$ cat config.mk
export PLATFORM = sky130hd
export DESIGN_NAME = sync_tx_scheduler_flat
export DESIGN_NICKNAME = d
export VERILOG_FILES = /design/src/rtl/sync_tx_scheduler_pkg.sv /design/src/rtl/sync_tx_scheduler_if.sv /design/src/rtl/sync_tx_scheduler_arb.sv /design/src/rtl/sync_tx_scheduler.sv /design/src/flat_wrapper.sv
export SDC_FILE = /design/constraint.sdc
export NUM_CORES = 1
export LEC_CHECK = 0
export CORE_ASPECT_RATIO = 0.6
export CORE_MARGIN = 2
export CORE_UTILIZATION = 42
export DETAILED_ROUTE_END_ITERATION = 8
export GPL_TIMING_DRIVEN = 0
export PLACE_DENSITY_LB_ADDON = 0.08
export SYNTH_ARGS = -nofsm -noshare
export SYNTH_HDL_FRONTEND = slang
export SYNTH_SLANG_ARGS = --single-unit
export TNS_END_PERCENT = 30
$ cat constraint.sdc
create_clock -name clk -period 2.4 [get_ports clk]
set_clock_uncertainty 0.2 [all_clocks]
set_input_delay 0.6 -clock clk [delete_from_list [all_inputs] [get_ports clk]]
set_output_delay 0.6 -clock clk [all_outputs]
set_load 0.1 [all_outputs]
$ cat src/rtl/sync_tx_scheduler_pkg.sv
// Shared types and constants for the sync_tx_scheduler slice.
// Holds the FSM state enum, a clog2 helper and default HOLD/GAP.
package sync_sched_pkg;

  typedef enum logic [1:0] {
    S_IDLE = 2'd0,
    S_HOLD = 2'd1,
    S_GAP  = 2'd2
  } state_t;

  localparam int HOLD_DEF = 4;
  localparam int GAP_DEF  = 4;

  function automatic int clog2(input int v);
    int r;
    r = 0;
    while ((1 << r) < v) r++;
    return r;
  endfunction

endpackage

$ cat src/rtl/sync_tx_scheduler_if.sv
// Requester-side bundle: level req, packed words, one-hot ack.
// master = requesters, slave = scheduler.
interface sync_tx_scheduler_if #(
  parameter int N    = 8,
  parameter int NREQ = 4
) ();

  logic [NREQ-1:0]   req;
  logic [NREQ*N-1:0] req_data;
  logic [NREQ-1:0]   ack;

  modport master (
    output req,
    output req_data,
    input  ack
  );

  modport slave (
    input  req,
    input  req_data,
    output ack
  );

endinterface

$ cat src/rtl/sync_tx_scheduler_arb.sv
// Combinational round-robin arbiter: search starts at last+1.
// Ports: req, last in; one-hot gnt, valid out.
module rr_arbiter
  import sync_sched_pkg::*;
#(
  parameter int NREQ = 4
) (
  input  logic [NREQ-1:0]        req,
  input  logic [clog2(NREQ)-1:0] last,
  output logic [NREQ-1:0]        gnt,
  output logic                   valid
);

  // Pass 1 scans indices above last, pass 2 wraps to 0..last.
  always_comb begin
    gnt   = '0;
    valid = 1'b0;
    for (int i = 0; i < NREQ; i++) begin
      if (!valid && req[i] && i > int'(last)) begin
        gnt[i] = 1'b1;
        valid  = 1'b1;
      end
    end
    for (int i = 0; i < NREQ; i++) begin
      if (!valid && req[i] && i <= int'(last)) begin
        gnt[i] = 1'b1;
        valid  = 1'b1;
      end
    end
  end

endmodule

$ cat src/rtl/sync_tx_scheduler.sv
// Shares one pulse_sync crossing among NREQ requesters.
// Ports: clk, rst_n, ena, rq (req/req_data/ack), sync_data, sync_stb, busy, grant_idx.
module sync_tx_scheduler
  import sync_sched_pkg::*;
#(
  parameter int N    = 8,
  parameter int NREQ = 4,
  parameter int HOLD = HOLD_DEF,
  parameter int GAP  = GAP_DEF
) (
  input  logic                   clk,
  input  logic                   rst_n,
  input  logic                   ena,
  sync_tx_scheduler_if.slave     rq,
  output logic [N-1:0]           sync_data,
  output logic                   sync_stb,
  output logic                   busy,
  output logic [clog2(NREQ)-1:0] grant_idx
);

  localparam int IW  = clog2(NREQ);
  localparam int MHG = (HOLD > GAP) ? HOLD : GAP;
  localparam int CW  = clog2(MHG + 1);

  state_t        state, state_d;
  logic [CW-1:0] cnt, cnt_d;
  logic [N-1:0]  data_d, win_word;
  logic          stb_d;
  logic [IW-1:0] gidx_d, last, last_d, win;
  logic [NREQ-1:0] gnt;
  logic          gnt_vld;

  rr_arbiter #(.NREQ(NREQ)) u_arb (
    .req   (rq.req),
    .last  (last),
    .gnt   (gnt),
    .valid (gnt_vld)
  );

  always_comb begin
    win      = '0;
    win_word = '0;
    for (int i = 0; i < NREQ; i++) begin
      if (gnt[i]) begin
        win      = IW'(i);
        win_word = rq.req_data[i*N +: N];
      end
    end
  end

  always_comb begin
    state_d = state;
    cnt_d   = cnt;
    data_d  = sync_data;
    stb_d   = sync_stb;
    gidx_d  = grant_idx;
    last_d  = last;
    if (ena) begin
      unique case (state)
        S_IDLE: begin
          if (gnt_vld) begin
            state_d = S_HOLD;
            cnt_d   = CW'(HOLD - 1);
            data_d  = win_word;
            stb_d   = 1'b1;
            gidx_d  = win;
            last_d  = win;
          end
        end
        S_HOLD: begin
          if (cnt == '0) begin
            state_d = S_GAP;
            cnt_d   = CW'(GAP - 1);
            stb_d   = 1'b0;
          end else begin
            cnt_d = cnt - 1'b1;
          end
        end
        S_GAP: begin
          if (cnt == '0) state_d = S_IDLE;
          else cnt_d = cnt - 1'b1;
        end
        default: begin
          state_d = S_IDLE;
          stb_d   = 1'b0;
        end
      endcase
    end
  end

  // Ack spans the final GAP cycle; while ena is low it is withheld
  // and reappears once ena returns, since the state is frozen.
  always_comb begin
    rq.ack = '0;
    if (ena && state == S_GAP && cnt == '0)
      rq.ack[grant_idx] = 1'b1;
  end

  assign busy = (state != S_IDLE);

  always_ff @(posedge clk or negedge rst_n) begin
    if (!rst_n) begin
      state     <= S_IDLE;
      cnt       <= '0;
      sync_data <= '0;
      sync_stb  <= 1'b0;
      grant_idx <= '0;
      last      <= IW'(NREQ - 1);
    end else begin
      state     <= state_d;
      cnt       <= cnt_d;
      sync_data <= data_d;
      sync_stb  <= stb_d;
      grant_idx <= gidx_d;
      last      <= last_d;
    end
  end

endmodule

$ cat src/flat_wrapper.sv
// flat-port wrapper written by rule: the top's interface ports become plain ports
module sync_tx_scheduler_flat import sync_sched_pkg::*;
#(
  parameter int N    = 8,
  parameter int NREQ = 4,
  parameter int HOLD = HOLD_DEF,
  parameter int GAP  = GAP_DEF
)
  (clk, rst_n, ena, sync_data, sync_stb, busy, grant_idx, rq_req, rq_req_data, rq_ack);
  sync_tx_scheduler_if #(.N(N), .NREQ(NREQ)) rq_i ();
  input  logic clk;
  input  logic rst_n;
  input  logic ena;
  output logic [N-1:0] sync_data;
  output logic sync_stb;
  output logic busy;
  output logic [clog2(NREQ)-1:0] grant_idx;
  input wire logic [$bits(rq_i.req)-1:0] rq_req;
  input wire logic [$bits(rq_i.req_data)-1:0] rq_req_data;
  output wire logic [$bits(rq_i.ack)-1:0] rq_ack;
  assign rq_i.req = rq_req;
  assign rq_i.req_data = rq_req_data;
  assign rq_ack = rq_i.ack;
  sync_tx_scheduler #(.N(N), .NREQ(NREQ), .HOLD(HOLD), .GAP(GAP)) u_core (.clk(clk), .rst_n(rst_n), .ena(ena), .rq(rq_i), .sync_data(sync_data), .sync_stb(sync_stb), .busy(busy), .grant_idx(grant_idx));
endmodule
==> metrics.yaml <==
run_status:
  outcome: "finished, violations left"
  violations: "setup timing"
cells_and_area:
  nFillCells: 215
  fin_area_mm2: 0.00213
  syn_to_final_growth_pct: 66.3
  num_antenna_cells: 0
  final_nets: 264
  drive_gt1_share_pct: 19.3
  final_cells: 260
power:
  intPower_mw: 1.18
  comb_power_share_pct: 69.8
  switching_share_pct: 59.0
  p_seq_share_pct: 21.5
  peakVddDrop_uv: 1100
  leakage_nw: 0.900
  p_switching_mw: 1.70
  p_per_area_mw_per_mm2: 1350
  clkPwrFrac_pct: 8.8
setup_path:
  critical_path.endpoint_type: "primary output"
  crit_path_start_kind: "flip-flop"
  cp.required_ns: 1.60
  worst-setup-path-type: "reg -> out"
  r2r_setup_slack_ns: 0.17
  arrival_ns: 1.70
  cp_max_fo: 4
floorplanning:
  fp.dieH_um: 46.7
  coreArea_mm2: 0.00289
  ioPinCount: 55
  die_w_um: 75.2
  die_area_mm2: 0.00352
  initial_utilization_pct: 44.2
  num_rows: 15
synth:
  synth_top_cells_by_count: "a21oi_1, nor2_1, inv_1"
  syn-num-nets: 201
  synth.distinct_cells: 32
  synth-seq-cells: 18
  synthCells: 156
  synth_top_area_share_pct: 31.3
  yosysMostFrequentCell: "a21oi_1"
  yosysSeqAreaShare_pct: 35.4
  synth_largest_area_cell: "dfrtp_1"
  ys_warn_count: 0
  yosys-top-cells-area: "dfrtp_1, a21oi_1, ha_1, nor2_1, o21ai_0"
  avgSynthCellArea_um2: 8.20
  ys.flop_type: "dfrtp_1"
  synth_edf_count: 0
  syn-cell-area_mm2: 0.00128
  ys_async_sr_fraction_pct: 100
grt:
  grt_pass1_wl_um: 6330
  grt_max_degree: 19
  grt_usage_pct: 24.4
  gr-total-overflow: 0
  antenna_found_initial: 0
  first_global_vias: 1393
clock_tree:
  ctsHoldBuffers: 0
  numCtsBuffers: 3
  clk_latency_ns: 0.26
  clk_pin_slew_ns: 0.07
  cts_tree: "yes"
  clock_path_buffers: 2
  cts-root-buf: "clkbuf_8"
  cts_max_level: 1
  clock-sinks: 18
sta:
  drv_slew: 0
  worst_pin_slew_ns: 1.00
  finalHoldViolations: 0
  fin_crit_sh_pct: 104
  setup_viol: 4
  finalCriticalPeriod_ns: 2.50
  slew_headroom_pct: 33.5
  fmax_ghz: 0.399
  rsz0062_at_grt: "yes"
  fin_ws_ns: -0.104
min_path:
  holdCritPathClass: "reg -> reg"
placed_design:
  dpl_cell_area_mm2: 0.00194
  post-place-cells: 252
  port_buffers: 54
  post-dp-hpwl_um: 3060
  gp_congestion: 0.876
detailed_routing:
  drtIter0Drc: 107
  drc: 0
  drt-wirelength-per-cell_um: 16.4
  drtPass1Iterations: 4
  viasPerCell: 5.62
  vias: 1462
  final_antenna_net_count: 0
  routed_wl_um: 4260
job:
  cap_violations: 0
-- what timing repair did --
action	in CTS	in global routing
setup endpoints to repair	26	17
gates cloned	0	0
resized for setup	60	13
pin swaps	2	2
buffers inserted	1	3
-- through the flow --
step	util (%)	power, mW	hold WS [ns]	worst slack (ns)	setup TNS (ns)
floorplan	-	2.05	0.104	-0.162	-0.549
global placement	67.1	2.48	0.287	-1.08	-9.22
detailed placement	67.1	2.54	0.306	-1.10	-10.46
CTS	71.0	2.76	0.316	-0.0351	-0.0784
global route	73.6	3.02	0.336	-0.125	-0.354
finish	73.6	2.88	0.317	-0.104	-0.248
-- per-layer routing --
layer / share of wire, % / wire length (um) / vias up / track usage [%]
met5: 0 / 0 / - / 0
met4: 1.8 / 78 / 0 / 6.32
met3: 6.7 / 286 / 8 / 5.79
met2: 48 / 2030 / 66 / 40.7
met1: 44 / 1860 / 699 / 32.7
li1: - / - / 689 / -
-- cell type report --
| type | instances | area, um2 | share of cell area, % |
|---|---|---|---|
| multi-input cells | 115 | 851 | 40.0 |
| inverters | 18 | 80.1 | 3.76 |
| well taps | 42 | 52.6 | 2.47 |
| clock buffers | 4 | 55.1 | 2.59 |
| flip-flops and latches | 18 | 455 | 21.4 |
| plain buffers | 5 | 38.8 | 1.82 |
| repair buffers | 58 | 594 | 27.9 |
-- final timing paths --
check,start,cells past startpoint,endpoint
max in group asynchronous,rst_n,1,u_core.grant_idx[0]
setup / recovery,u_core.cnt[1],6,rq_ack[1]
hold reg to reg,u_core.sync_stb,1,u_core.sync_stb
setup reg to reg,u_core.last[0],6,u_core.sync_data[3]
min in group asynchronous,rst_n,1,u_core.cnt[1]
hold / removal,u_core.sync_stb,1,u_core.sync_stb
-- cell families (layout without fill, tap and decap cells) --
family / after synthesis / in the layout / synth area share, %
DFF: 18 / 18 / 35.4
adders and majority gates: 6 / 6 / 5.87
buffers and inverters: 23 / 85 / 9.00
and+or+nand+nor: 45 / 45 / 17.9
AOI/OAI and AO/OA: 64 / 64 / 31.8
-- power groups by stage --
stage	clock network (mW)	logic [mW]	registers [mW]
4_1_cts	0.253	1.90	0.606
3_5_place_dp	0	1.93	0.607
6_report	0.252	2.01	0.617
3_3_place_gp	0	1.88	0.601
5_1_grt	0.273	2.12	0.632
2_1_floorplan	0	0.785	1.26
-- state kept, by name, summed over array words and instances (netlist names) --
signal and cells:
u_core.state 2, u_core.last 2, u_core.sync_stb 1, u_core.grant_idx 2, u_core.sync_data 8, u_core.cnt 3
-- worst max-delay path, cell delays in order, from the launching register on --
cell,delay [ns]
dfrtp_1,0.41
inv_2,0.09
ha_4,0.13
nor2b_4,0.19
nand3_4,0.14
nor3b_4,0.27
buf_12,0.20
-- placed cells by master, fill, tap and decap left out, types with 2 or more instances in the layout --
master / synthesis / final
inv_2: 0 / 2
nand2_1: 2 / 2
dfrtp_2: 0 / 2
buf_12: 0 / 4
clkdlybuf4s50_1: 0 / 34
o21ai_0: 14 / 13
clkbuf_8: 0 / 4
buf_4: 0 / 5
nand3_1: 9 / 8
a31oi_1: 5 / 5
buf_6: 2 / 2
dlygate4sd2_1: 0 / 11
dlymetal6s2s_1: 0 / 2
dfrtp_1: 16 / 14
inv_1: 17 / 15
dfstp_2: 2 / 2
nor2_1: 19 / 19
nor3b_4: 0 / 2
nand2b_1: 4 / 4
a21oi_1: 26 / 25
ha_4: 0 / 2
nor2b_1: 5 / 4
o221ai_1: 8 / 8
clkbuf_2: 0 / 2
ha_1: 6 / 4
a22o_1: 2 / 2
and3_4: 1 / 2
(Power assumes the default switching activity.)
